`src/rtl/spi_master_tx.sv`:
```
// SPI mode-0 transmit master: pops one FIFO word per frame, shifts it out MSB-first
// and returns the word captured on MISO with a one-cycle valid pulse.
module spi_master_tx #(
    parameter int unsigned CLK_DIV = 4,
    parameter int unsigned WORD_W  = 32
) (
    input  logic              clk,
    input  logic              rst,
    input  logic              enable,
    input  logic              fifo_empty,
    output logic              fifo_rd_en,
    input  logic [WORD_W-1:0] fifo_data,
    input  logic              fifo_valid,
    output logic [WORD_W-1:0] rx_data,
    output logic              rx_valid,
    output logic              busy,
    output logic              sclk,
    output logic              mosi,
    input  logic              miso,
    output logic              cs_n
);

    localparam int unsigned BW = $clog2(WORD_W);
    localparam logic [7:0]    DIV_LAST = 8'(CLK_DIV - 1);
    localparam logic [BW-1:0] BIT_LAST = BW'(WORD_W - 1);

    typedef enum logic [2:0] {
        IDLE,
        FETCH,
        SETUP,
        SHIFT,
        HOLD,
        GAP
    } state_t;

    state_t            state_q, state_d;
    logic [7:0]        div_q, div_d;
    logic [BW-1:0]     bit_q, bit_d;
    logic [WORD_W-2:0] tx_q, tx_d;
    logic [WORD_W-1:0] rx_shift_q, rx_shift_d;
    logic [WORD_W-1:0] rx_data_q, rx_data_d;
    logic              rx_valid_q, rx_valid_d;
    logic              rd_en_q, rd_en_d;
    logic              cs_n_q, cs_n_d;
    logic              sclk_q, sclk_d;
    logic              mosi_q, mosi_d;
    logic              busy_q, busy_d;

    always_ff @(posedge clk or negedge rst) begin
        if (!rst) begin
            state_q    <= IDLE;
            div_q      <= '0;
            bit_q      <= '0;
            tx_q       <= '0;
            rx_shift_q <= '0;
            rx_data_q  <= '0;
            rx_valid_q <= 1'b0;
            rd_en_q    <= 1'b0;
            cs_n_q     <= 1'b1;
            sclk_q     <= 1'b0;
            mosi_q     <= 1'b0;
            busy_q     <= 1'b0;
        end else begin
            state_q    <= state_d;
            div_q      <= div_d;
            bit_q      <= bit_d;
            tx_q       <= tx_d;
            rx_shift_q <= rx_shift_d;
            rx_data_q  <= rx_data_d;
            rx_valid_q <= rx_valid_d;
            rd_en_q    <= rd_en_d;
            cs_n_q     <= cs_n_d;
            sclk_q     <= sclk_d;
            mosi_q     <= mosi_d;
            busy_q     <= busy_d;
        end
    end

    always_comb begin
        state_d    = state_q;
        div_d      = div_q;
        bit_d      = bit_q;
        tx_d       = tx_q;
        rx_shift_d = rx_shift_q;
        rx_data_d  = rx_data_q;
        rx_valid_d = 1'b0;
        rd_en_d    = 1'b0;
        cs_n_d     = cs_n_q;
        sclk_d     = sclk_q;
        mosi_d     = mosi_q;

        case (state_q)
            IDLE: begin
                if (enable && !fifo_empty) begin
                    rd_en_d = 1'b1;
                    state_d = FETCH;
                end
            end
            FETCH: begin
                // The registered read strobe is visible to the FIFO during the first
                // FETCH cycle, so its read data is checked on the following cycle.
                if (!rd_en_q) begin
                    if (fifo_valid) begin
                        tx_d       = fifo_data[WORD_W-2:0];
                        mosi_d     = fifo_data[WORD_W-1];
                        cs_n_d     = 1'b0;
                        div_d      = '0;
                        bit_d      = '0;
                        rx_shift_d = '0;
                        state_d    = SETUP;
                    end else begin
                        state_d = IDLE;
                    end
                end
            end
            SETUP: begin
                if (div_q == DIV_LAST) begin
                    div_d   = '0;
                    state_d = SHIFT;
                end else begin
                    div_d = div_q + 8'd1;
                end
            end
            SHIFT: begin
                if (div_q == DIV_LAST) begin
                    div_d = '0;
                    if (!sclk_q) begin
                        sclk_d     = 1'b1;
                        rx_shift_d = {rx_shift_q[WORD_W-2:0], miso};
                    end else begin
                        sclk_d = 1'b0;
                        if (bit_q == BIT_LAST) begin
                            state_d = HOLD;
                        end else begin
                            // tx_q holds the bits still to send; the current one lives in mosi_q.
                            bit_d  = bit_q + 1'b1;
                            mosi_d = tx_q[WORD_W-2];
                            tx_d   = {tx_q[WORD_W-3:0], 1'b0};
                        end
                    end
                end else begin
                    div_d = div_q + 8'd1;
                end
            end
            HOLD: begin
                if (div_q == DIV_LAST) begin
                    div_d      = '0;
                    cs_n_d     = 1'b1;
                    mosi_d     = 1'b0;
                    rx_data_d  = rx_shift_q;
                    rx_valid_d = 1'b1;
                    state_d    = GAP;
                end else begin
                    div_d = div_q + 8'd1;
                end
            end
            GAP: begin
                if (div_q == DIV_LAST) begin
                    div_d   = '0;
                    state_d = IDLE;
                end else begin
                    div_d = div_q + 8'd1;
                end
            end
            default: state_d = IDLE;
        endcase

        busy_d = (state_d != IDLE);
    end

    assign fifo_rd_en = rd_en_q;
    assign rx_data    = rx_data_q;
    assign rx_valid   = rx_valid_q;
    assign busy       = busy_q;
    assign sclk       = sclk_q;
    assign mosi       = mosi_q;
    assign cs_n       = cs_n_q;

endmodule

```
`config.mk`:
```
export PLATFORM = sky130hd
export DESIGN_NAME = spi_master_tx
export DESIGN_NICKNAME = d
export VERILOG_FILES = /design/src/rtl/spi_master_tx.sv
export SDC_FILE = /design/constraint.sdc
export NUM_CORES = 1
export LEC_CHECK = 0
export ABC_CLOCK_PERIOD_IN_PS = 1950
export CAP_MARGIN = 0
export CORE_ASPECT_RATIO = 0.75
export CORE_UTILIZATION = 49
export CTS_CLUSTER_SIZE = 40
export DETAILED_ROUTE_END_ITERATION = 12
export GPL_TIMING_DRIVEN = 0
export PLACE_DENSITY = 0.82
export SYNTH_ARGS = -nofsm -noshare
export SYNTH_HDL_FRONTEND = slang
export SYNTH_SLANG_ARGS = --single-unit
```
`constraint.sdc`:
```
create_clock -name clk -period 1.95 [get_ports clk]
set_clock_uncertainty 0.1 [all_clocks]
set_input_delay 0.585 -clock clk [delete_from_list [all_inputs] [get_ports clk]]
set_output_delay 0.585 -clock clk [all_outputs]
set_load 0.02 [all_outputs]
```
==> run metrics <==
CTS root buffer=clkbuf_16; multi-input gate area in the final layout=2370 µm²; die width=122 µm; VDD IR max=0.633 mV; status=finished with violations; crit path cell chain=ha_2 > and3_4 > ha_4 > inv_2 > a31oi_4 > nor2_4 > buf_6 > buf_6 > mux2_4; Final HPWL DP=7600 µm; Core Util, Final=0.739; die height=92.4 µm; TritonCTS clock tree=done; initial antenna violation count=0; row count=32; RD Place Congestion=0.814; Post-Synthesis Cells=464; DR pass1 iterations=4; largest net degree at the start of global routing=64; via count=4141; Hold Buf Count CTS=0; first-pass GRT wire length=21000 µm; RR Startpoint=bit_q[0]; Slew HR=0.448; synthesized area per cell=11.5 µm²; All-Layer GR Usage=0.248; maxcap violations=0; WL final=14400 µm; post-synthesis sequential area ratio=0.549; reg2reg path depth=9; YS warnings=0; Bufs on Longest Clock Path=2; Synth Flop Type=dfrtp_1; Top cell by count, worst path=buf_6; Starting DRT DRC Count=343; fin area=7720 µm²; Final Total Pwr=10.9 mW; crit end category=flip-flop; crit path kind=reg -> reg; die area=11300 µm²; Slowest-stage cell, CP=dfrtp_1; Area growth syn-to-layout=44.8%; CP max FO=5; fin worst setup slack=-129 ps; crit path DAT=2280 ps; # fillers=637; Post-Syn Area=5330 µm²; Placement Cell Area=6300 µm²; unique cell type count in the Yosys netlist=49; fmax=481 MHz; vias in the first global route=4249; fin crit share=1.07; Reg2Reg Capture Point=tx_q[4]; power per cell area=1410 nW/µm²; later-pin clock latency in the skew report=420 ps; commonest non-fill, non-tap cell in the layout=dfrtp_1; critical path data required time=2150 ps; DR DRC count=0; placed insts=676; Final Max Tran Viols=0; Final Critical Period=2080 ps; leakage power=3.64 nW; Synth Register Bits=117; Post-synth EDFFs=0; layout cells sized above 1=0.318; Hold Slack=160 ps; slowest stage delay, CP=400 ps; area of the core=10500 µm²; vias per std cell=5.54; FF-to-FF setup slack=-130 ps; cts bufs inserted=17; Initial Util=0.510; Fin. Hold Viols=0; remaining antenna violation count=0; Post-Layout Cell Count=747; Ports=76; # nets final=640; # setup viols final=57; I/O Buffers=75; syn nets=505; commonest non-fill, non-tap cells in the layout=dfrtp_1 (116), nand2_1 (71), clkdlybuf4s50_1 (36), dlygate4sd2_1 (36), inv_1 (34); Antenna Diode Count=0; Wirelength per Cell=19.3 µm; CTS H-tree depth=4; Async SR Flop Fraction=1.00; Hold Crit Class=in -> async; Reg clk slew, reported paths=60 ps; Worst-Margin Slew=828 ps; RSZ-0062 raised after global routing=true; Reg area=2930 µm²; failing checks=setup timing; Clock Sinks=117; aggregate global routing overflow=0; Startpoint Class=flip-flop; CP startpoint=bit_q[0]
[synth_stat cells, types with 2 or more instances]
master	n	area, µm²
inv_1	36	135
o31ai_1	4	30.0
ha_1	3	37.5
a22o_1	5	43.8
mux2_1	4	45.0
buf_8	3	45.0
clkbuf_1	16	60.1
xnor2_1	2	17.5
dfrtp_1	116	2900
nand3b_1	2	15.0
nor3_1	4	20.0
xor2_1	2	17.5
buf_4	3	22.5
a221o_1	2	20.0
o21ai_0	38	190
mux2i_1	34	340
nand3_1	7	35.0
mux2_2	59	664
a21oi_1	6	30.0
a221oi_1	2	17.5
nand2_1	75	282
dlymetal6s2s_1	2	25.0
and3_1	4	25.0
nor2_1	10	37.5
[how the worst max path moves through the flow]
| stage | end | slack (ps) |
|---|---|---|
| 2_1_floorplan | tx_q[10] | -40 |
| 3_3_place_gp | rx_shift_q[8] | -4110 |
| 3_5_place_dp | tx_q[1] | -540 |
| 4_1_cts | tx_q[15] | -120 |
| 5_1_grt | tx_q[4] | -210 |
| 6_report | tx_q[4] | -130 |
[routing by layer]
layer	routed length (µm)	vias to the layer above	track usage
met5	0	-	0
met4	381	0	0.0996
met3	781	34	0.0665
met2	7160	140	0.410
met1	6090	2104	0.309
li1	-	1863	-
[layout make-up]
type                    count  share of cell area
flip-flops and latches    117               0.379
multi-input cells         285               0.307
repair buffers            119               0.164
clock buffers              23              0.0632
plain buffers              23              0.0280
well taps                 136              0.0220
clock inverters             8              0.0190
inverters                  36              0.0175
[per-stage QoR]
stage	setup TNS (ps)	setup slack (ps)
after floorplan	-1670	-44.5
after global placement	-515680	-4110
final	-4140	-129
after global routing	-12430	-211
after detailed placement	-40060	-545
after CTS	-4410	-123
[kinds of logic after synthesis]
family | after synthesis | share of synthesized area
AOI/OAI and AO/OA | 68 | 0.0845
xor gates and xnor gates | 4 | 0.00657
adders and majority gates | 3 | 0.00704
buffers and inverters | 62 | 0.0577
DFF | 117 | 0.549
muxes | 97 | 0.197
and+or+nand+nor | 113 | 0.0983
[power breakdown]
| group | switching, mW | internal [mW] |
|---|---|---|
| logic | 1.69 | 2.13 |
| registers | 0.516 | 3.16 |
| clock network | 1.12 | 2.26 |
[sequential cells by signal, indices dropped and copies added, names as in the netlist]
name	flops
busy	1
fifo_rd_en	1
div_q	8
rx_data	32
tx_q	31
state_q	3
rx_valid	1
bit_q	5
cs_n	1
rx_shift_q	32
mosi	1
sclk	1
[worst max-delay path, delay by kind of cell, from the launching register on]
family,cells,cell delay (ps)
simple gates,2,330
mux,1,310
fa+ha+maj,2,350
buf+inv,3,350
flops,1,400
compound gates,1,110
[timing repair]
action	in CTS	in global routing
setup endpoints to repair	142	109
gates resized for setup	102	98
gates cloned	5	3
buffers inserted	19	16
pin swaps	7	10
(Power assumes the default switching activity.)
